**config.mk**
```make
export PLATFORM = sky130hd
export DESIGN_NAME = mac_unit
export DESIGN_NICKNAME = d
export VERILOG_FILES = /design/src/rtl/mac_unit.sv
export SDC_FILE = /design/constraint.sdc
export NUM_CORES = 1
export LEC_CHECK = 0
export ABC_CLOCK_PERIOD_IN_PS = 7600
export CORE_ASPECT_RATIO = 0.6
export CORE_MARGIN = 5
export CORE_UTILIZATION = 35
export CTS_BUF_LIST = sky130_fd_sc_hd__clkbuf_8 sky130_fd_sc_hd__clkbuf_16
export DETAILED_ROUTE_END_ITERATION = 8
export PLACE_DENSITY = 0.52
export SYNTH_ARGS = -nofsm -noshare
export SYNTH_HDL_FRONTEND = slang
export SYNTH_SLANG_ARGS = --single-unit
```
**constraint.sdc**
```tcl
create_clock -name clk -period 7.6 [get_ports clk]
set_input_delay 1.52 -clock clk [delete_from_list [all_inputs] [get_ports clk]]
set_output_delay 1.52 -clock clk [all_outputs]
set_load 0.02 [all_outputs]
```
**src/rtl/mac_unit.sv**
```systemverilog
// Signed 8x8 multiply plus 32-bit preloadable base; Result = base + prod, 2 enabled edges after X/Y or Z.
// No backpressure: en freezes every register (acc_load ignored), rst clears all state and wins over en.
module mac_unit (
  input  logic               clk,
  input  logic               rst,
  input  logic               en,
  input  logic signed [7:0]  X,
  input  logic signed [7:0]  Y,
  input  logic               acc_load,
  input  logic signed [31:0] Z,
  output logic signed [31:0] Result
);

  logic signed [15:0] prod;
  logic signed [31:0] base;
  logic signed [31:0] prod_ext;

  // (-128)*(-128) = 16384 still fits in 16 signed bits, so no wrap at this stage.
  assign prod_ext = {{16{prod[15]}}, prod};

  always_ff @(posedge clk) begin
    if (rst) begin
      prod   <= '0;
      base   <= '0;
      Result <= '0;
    end else if (en) begin
      prod   <= X * Y;
      if (acc_load)
        base <= Z;
      // Uses pre-edge base and prod; never feeds Result back, so no running sum.
      Result <= base + prod_ext;
    end
  end

endmodule

```
==> summary.md, run 1 <==
| Metric | Value |
|---|---|
| Maximum vdd drop | 0.138 mV |
| Largest net degree at the start of global routing | 57 |
| Critical path endpoint category | register |
| Layout filler cell count | 2054 |
| Post-synth top area cell | dfxtp_1 |
| Setup violators final | 0 |
| Clock sink count | 80 |
| Cts bufs inserted | 9 |
| Static Leakage | 3.65 nW |
| Post-route ant nets | 0 |
| Max-cap viol count | 0 |
| Initial DRC Count | 305 |
| Worst path slowest cell | clkdlybuf4s50_1 |
| Grt peak-use layer | met1 |
| Diodes inserted | 0 |
| Seq. cell area | 1600 um^2 |
| Number of setup buffers added after CTS | 0 |
| Worst r2r src | prod[15]$_SDFFE_PP0P_ |
| GRT Resource Usage Total | 15.4% |
| Compound-Gate Fraction of Synth Area | 14.9% |
| Area growth from synthesis to layout | 19.1% |
| Core ar. | 19900 um^2 |
| Worst relative slew slack | 43.0% |
| Worst setup path class | input port to register |
| CP max FO | 6 |
| Clock root buffer | clkbuf_16 |
| Setup Skew | 0.0169 ns |
| Routed WL | 17200 um |
| Largest delay share family, worst path | adder cells |
| Non-Filler Cell Area, Final | 8360 um^2 |
| Die Wd | 193 um |
| Count leader, synth | nand2_1 |
| Yosys top cell area share | 22.8% |
| FF+latch count, synth | 80 |
| Top FF cell, synth | dfxtp_1 |
| Nets | 1060 |
| Dpl ws | 1.19 ns |
| Die height | 120 um |
| 1st-pass router iterations | 5 |
| Antenna violations before repair | 0 |
| Area contributors post-synth | dfxtp_1 23%, fa_1 16%, ha_1 11% |
| Min-Delay Path Class | register to register |
| Avg Vias per Cell | 4.86 |
| Global-route wire length before repair | 28800 um |
| CTS resizes | 0 |
| Met1 Use GR | 25.1% |
| RSZ-0062 raised after global routing | no |
| CTS Hold Bufs | 0 |
| Sequential-to-total area share from yosys stat | 22.8% |
| Final hold slack | 0.459 ns |
| GR Layer Usage met3 | 3.34% |
| CP arrival | 6.30 ns |
| Placed Area | 8060 um^2 |
| Wire per inst | 14.7 um |
| Syn nets | 991 |
| Inst Count DP | 1154 |
| Hold_sp | base[25]$_SDFFE_PP0P_ |
| Final Hold Viols | 0 |
| Clock transition at path regs | 0.06 ns |
| Num rows | 40 |
| Minimum clock period | 6.08 ns |
| Worst EP required | 7.82 ns |
| Die ar. | 23100 um^2 |
| Gp weighted congestion | 0.845 |
| Power consumption | 2.02 mW |
| Vias in the first global route | 5538 |
| Core Util, Final | 42.1% |
| Adder-cell share of the synthesized area | 26.7% |
| Final Non-Filler Cells | 1170 |
| Yosys cell types | 73 |
| Status | finished clean |
| GRT overflow | 0 |
| Crit path launch type | input port |
| Synth async-reset ratio | 0% |
| Initial Utilization | 35.3% |
| Crit share post-route | 80.0% |
| Max Buffers Root-to-Sink | 2 |
| DRC viols | 0 |
| Warnings, synthesis | 0 |
| Share of cells above drive strength 1 | 4.68% |
| H-Tree Level Count | 3 |
| Multiplexer area fraction after synthesis | 4.72% |
| Crit path buf inv count | 5 |
| Slew @ Worst Pin | 0.853 ns |
| Start point of the critical path | Y[7] |
| Post-synth top cells | 105 x nand2_1, 99 x inv_1, 80 x dfxtp_1 |
| CTS tree | yes |
| Avg Inst Size Synth | 8.53 um^2 |
| Largest family of logic cells by synthesized area | adder cells |
| Setup_tns | 0 ns |
| Dpl hpwl | 13600 um |
| Critical-path cell list | clkdlybuf4s50_1 -> inv_1 -> nor2_1 -> fa_1 -> fa_1 -> fa_1 -> inv_1 -> fa_1 -> inv_1 -> ha_1 -> inv_1 -> a21oi_1 -> o21ai_0 -> a21boi_0 -> o21a_1 -> or3_1 -> a31o_2 |
| Num ports | 84 |
| Vias | 5684 |
| Delay of the slowest cell on the worst path | 0.65 ns |
| # port buffers | 83 |
| PD cells | 242 nW/um^2 |
| Met2 Track Usage GR | 20.6% |
| Final Max Slew Viols | 0 |
| Multi-input logic area | 4900 um^2 |
| Final worst slack | 1.52 ns |
| Post-Syn Area | 7020 um^2 |
| Simple-gate share of the synthesized area | 19.5% |
| Number of synthesized flops with an enable pin | 0 |
| Clock latency on the worst-skew pair | 0.34 ns |
| Post-Syn Instances | 823 |
| Xor/xnor share of the synthesized area | 3.99% |
| Max Clk Rate | 165 MHz |
==> area by class of cell <==
cell class | count | share of cell area (%)
Clock buffer | 9 | 2.69
Clock inverter | 7 | 0.898
Inverter | 99 | 4.44
Multi-Input combinational cell | 615 | 58.6
Sequential cell | 80 | 19.1
Tap cell | 273 | 4.08
Timing Repair Buffer | 87 | 10.2
==> worst paths after layout <==
check | endpoint | slack, ns | depth (start not counted)
min reg2reg | base[25]$_SDFFE_PP0P_ | 0.46 | 2
max reg2reg | Result[31]$_SDFFE_PP0P_ | 4.20 | 9
max | prod[12]$_SDFFE_PP0P_ | 1.52 | 17
min | base[25]$_SDFFE_PP0P_ | 0.46 | 2
==> placed cells by master (no fill, tap or decap), types with 4 or more instances in the layout <==
master / Yosys / layout
inv_1: 99 / 99
or3_1: 4 / 4
nor2b_1: 5 / 5
inv_6: 0 / 4
nand2b_1: 18 / 18
nor3_1: 7 / 7
xnor2_1: 25 / 25
and3_1: 4 / 4
clkbuf_16: 0 / 9
ha_1: 60 / 60
nor3b_1: 6 / 6
buf_4: 0 / 4
xor2_1: 7 / 7
nand3_1: 10 / 10
a31oi_1: 7 / 7
fa_1: 56 / 56
o21a_1: 7 / 7
a21oi_1: 58 / 58
o21ai_0: 18 / 18
mux2i_1: 32 / 32
clkdlybuf4s50_1: 0 / 81
dfxtp_1: 80 / 80
a21o_1: 8 / 8
o211ai_1: 6 / 6
and2_1: 38 / 38
nor2_1: 59 / 59
nand2_1: 105 / 105
==> flip-flops by register name (all words and copies together) (netlist names) <==
name / cells
prod: 16
base: 32
Result: 32
==> tightest hold or removal path, stage by stage (launching register included) <==
cell	delay [ns]
dfxtp_1	0.31
nand2_1	0.05
a21oi_1	0.05
==> cell families after synthesis <==
logic type,after synthesis
compound gates,154
flops,80
fa+ha+maj,116
simple gates,280
xor+xnor,32
buf+inv,128
mux,33
==> metal layers <==
metal / routed length, um / share of wire, % / vias up
met5: 0 / 0 / -
met4: 112 / 0.65 / 0
met3: 758 / 4.4 / 11
met2: 6630 / 39 / 88
met1: 9700 / 56 / 2677
li1: - / - / 2908
==> report_power, final <==
| group | internal (mW) | total (mW) | switching (mW) |
|---|---|---|---|
| Combinational | 0.482 | 1.06 | 0.583 |
| Clock | 0.258 | 0.444 | 0.186 |
| Sequential | 0.473 | 0.514 | 0.0410 |
| Total | 1.21 | 2.02 | 0.811 |
Power figures use the tool's default switching activity.
==> run 2: changes to the inputs <==
--- a/config.mk
+++ b/config.mk
@@ -5,7 +5,7 @@
 export SDC_FILE = /design/constraint.sdc
 export NUM_CORES = 1
 export LEC_CHECK = 0
-export ABC_CLOCK_PERIOD_IN_PS = 7600
+export ABC_CLOCK_PERIOD_IN_PS = 6300
 export CORE_ASPECT_RATIO = 0.6
 export CORE_MARGIN = 5
 export CORE_UTILIZATION = 35
==> constraint.sdc (replaced) <==
create_clock -name clk -period 6.3 [get_ports clk]
set_input_delay 1.26 -clock clk [delete_from_list [all_inputs] [get_ports clk]]
set_output_delay 1.26 -clock clk [all_outputs]
set_load 0.02 [all_outputs]
==> summary.md, run 2 (same netlist as run 1, synthesis figures left out) <==
| Metric | Value |
|---|---|
| Status | finished clean |
| CTS Hold Bufs | 0 (unchanged) |
| Layout filler cell count | 2050 (-0.19%) |
| Routed WL | 17000 um (-0.96%) |
| DRC viols | 0 (unchanged) |
| Initial Utilization | 35.3% (unchanged) |
| Vias | 5699 (+0.26%) |
| Setup violators final | 0 (unchanged) |
| Minimum clock period | 5.82 ns |
| Setup_tns | 0 ns (unchanged) |
| Antenna violations before repair | 0 (unchanged) |
| Maximum vdd drop | 0.135 mV (-1.9%) |
| 1st-pass router iterations | 4 (-1) |
| Max-cap viol count | 0 (unchanged) |
| GRT Resource Usage Total | 15.3% (-0.094 points) |
| Dpl hpwl | 13500 um (-0.75%) |
| Diodes inserted | 0 (unchanged) |
| Worst path slowest cell | clkdlybuf4s50_1 |
| Crit share post-route | 92.4% |
| Static Leakage | 3.68 nW (+0.74%) |
| Number of setup buffers added after CTS | 0 (unchanged) |
| Final Max Slew Viols | 0 (unchanged) |
| Clock sink count | 80 (unchanged) |
| Avg Vias per Cell | 4.85 (-0.16%) |
| H-Tree Level Count | 3 (unchanged) |
| Num ports | 84 (unchanged) |
| Area growth from synthesis to layout | 20.0% |
| Placed Area | 8100 um^2 (+0.47%) |
| Wire per inst | 14.5 um (-1.4%) |
| Core ar. | 19900 um^2 (unchanged) |
| Crit path launch type | input port |
| Most common cell after layout, fill and taps aside | nand2_1 |
| Commonest non-fill, non-tap cells in the layout | 105 x nand2_1, 99 x inv_1, 81 x clkdlybuf4s50_1 |
| PD cells | 294 nW/um^2 (+22%) |
| Clock latency on the worst-skew pair | 0.34 ns (about the same) |
| Share of cells above drive strength 1 | 5.21% (+0.53 points) |
| Gp weighted congestion | 0.830 (-1.8%) |
| CP arrival | 6.05 ns (-0.25 ns) |
| Delay of the slowest cell on the worst path | 0.57 ns (-0.08 ns) |
| Global-route wire length before repair | 28700 um (-0.34%) |
| Die ar. | 23100 um^2 (unchanged) |
| Registers with the most flip-flops | Result (32), base (32), prod (16) |
| Initial DRC Count | 327 (+7.2%) |
| RSZ-0062 raised after global routing | no |
| Worst relative slew slack | 42.4% (-0.67 points) |
| Post-route ant nets | 0 (unchanged) |
| Crit path buf inv count | 5 (unchanged) |
| Setup Skew | 0.00812 ns (-0.00882 ns) |
| Vias in the first global route | 5549 (+0.20%) |
| CP max FO | 8 (+2) |
| Min-Delay Path Class | register to register |
| # port buffers | 83 (unchanged) |
| Cts bufs inserted | 9 (unchanged) |
| Die height | 120 um (unchanged) |
| Nets | 1065 (+0.47%) |
| Max Buffers Root-to-Sink | 2 (unchanged) |
| Num rows | 40 (unchanged) |
| Max Clk Rate | 172 MHz |
| Worst EP required | 6.53 ns (-1.29 ns) |
| GRT overflow | 0 (unchanged) |
| Slew @ Worst Pin | 0.863 ns (+0.00996 ns) |
| CTS resizes | 0 (unchanged) |
| Critical-path cell list | clkdlybuf4s50_1 -> and2_1 -> fa_1 -> inv_1 -> fa_1 -> inv_1 -> fa_1 -> inv_1 -> fa_1 -> inv_1 -> ha_1 -> o21ai_0 -> a21oi_1 -> o21ai_0 -> a21boi_0 -> o21a_1 -> or3_1 -> a31o_2 |
| Clock root buffer | clkbuf_16 |
| Non-Filler Cell Area, Final | 8430 um^2 (+0.79%) |
| Critical path endpoint category | register |
| CTS tree | yes |
| Final Hold Viols | 0 (unchanged) |
| Largest net degree at the start of global routing | 62 (+8.8%) |
| Worst setup path class | input port to register |
| Largest delay share family, worst path | adder cells |
| Die Wd | 193 um (unchanged) |
| Clock transition at path regs | 0.06 ns (about the same) |
## run 2: changes by cell type in the layout (fill, tap and decap cells not counted), sizes merged
cell	previous run	this run
buf	6	11
clkinv	2	1
clkinvlp	0	2
inv	103	101
bufinv	1	2
## run 2: per-layer routing
layer | up-vias | global-route usage [%] | part of all wire [%]
met3 | 8 | 2.91 | 3.8
met2 | 86 | 20.6 | 38
li1 | 2911 | - | -
met4 | 0 | 2.00 | 0.53
met5 | - | 0 | 0
met1 | 2694 | 25.2 | 57
## run 2: power by group
group / total [mW] / internal (mW) / switching (mW)
Clock: 0.579 / 0.352 / 0.227
Sequential: 0.620 / 0.571 / 0.0494
Combinational: 1.28 / 0.581 / 0.700
## run 2: path summary, 6_finish.rpt
path / start / slack, ns / end / cells after the start
setup / recovery: X[3] / 0.48 / prod[12]$_SDFFE_PP0P_ / 18
hold reg to reg: base[25]$_SDFFE_PP0P_ / 0.46 / base[25]$_SDFFE_PP0P_ / 2
setup reg to reg: prod[15]$_SDFFE_PP0P_ / 2.81 / Result[31]$_SDFFE_PP0P_ / 9
hold / removal: base[25]$_SDFFE_PP0P_ / 0.46 / base[25]$_SDFFE_PP0P_ / 2
## run 2: metrics by stage
stage / worst slack, ns / instances / hold slack [ns] / util [%] / power [mW]
floorplan: 1.05 / 823 / 0.440 / - / 1.60
global placement: 0.250 / 1159 / 0.450 / 40.8 / 1.93
detailed placement: 0.147 / 1159 / 0.454 / 40.8 / 1.92
CTS: 0.494 / 1175 / 0.462 / 42.4 / 2.52
global route: 0.244 / 1175 / 0.484 / 42.4 / 2.73
finish: 0.480 / 1175 / 0.461 / 42.4 / 2.48
## run 2: worst min-delay path, stage by stage, from the launching register on
cell	delay, ns
dfxtp_1	0.31
nand2_1	0.05
a21oi_1	0.05
## run 2: final cells by class
cell class | count | area, um^2 | area share, %
Clock buffer | 9 | 225 | 2.67
Clock inverter | 7 | 104 | 1.23
Tap cell | 273 | 342 | 4.05
Inverter | 99 | 372 | 4.41
Timing Repair Buffer | 92 | 888 | 10.5
Multi-Input combinational cell | 615 | 4900 | 58.1
Sequential cell | 80 | 1600 | 19.0
==> run 3: changes to the inputs <==
--- a/config.mk
+++ b/config.mk
@@ -12,6 +12,7 @@
 export CTS_BUF_LIST = sky130_fd_sc_hd__clkbuf_8 sky130_fd_sc_hd__clkbuf_16
 export DETAILED_ROUTE_END_ITERATION = 8
 export PLACE_DENSITY = 0.52
+export SKIP_LAST_GASP = 1
 export SYNTH_ARGS = -nofsm -noshare
 export SYNTH_HDL_FRONTEND = slang
 export SYNTH_SLANG_ARGS = --single-unit
==> results of run 3 <==
The final DEF is identical to that of run 2; final timing and power are the same.
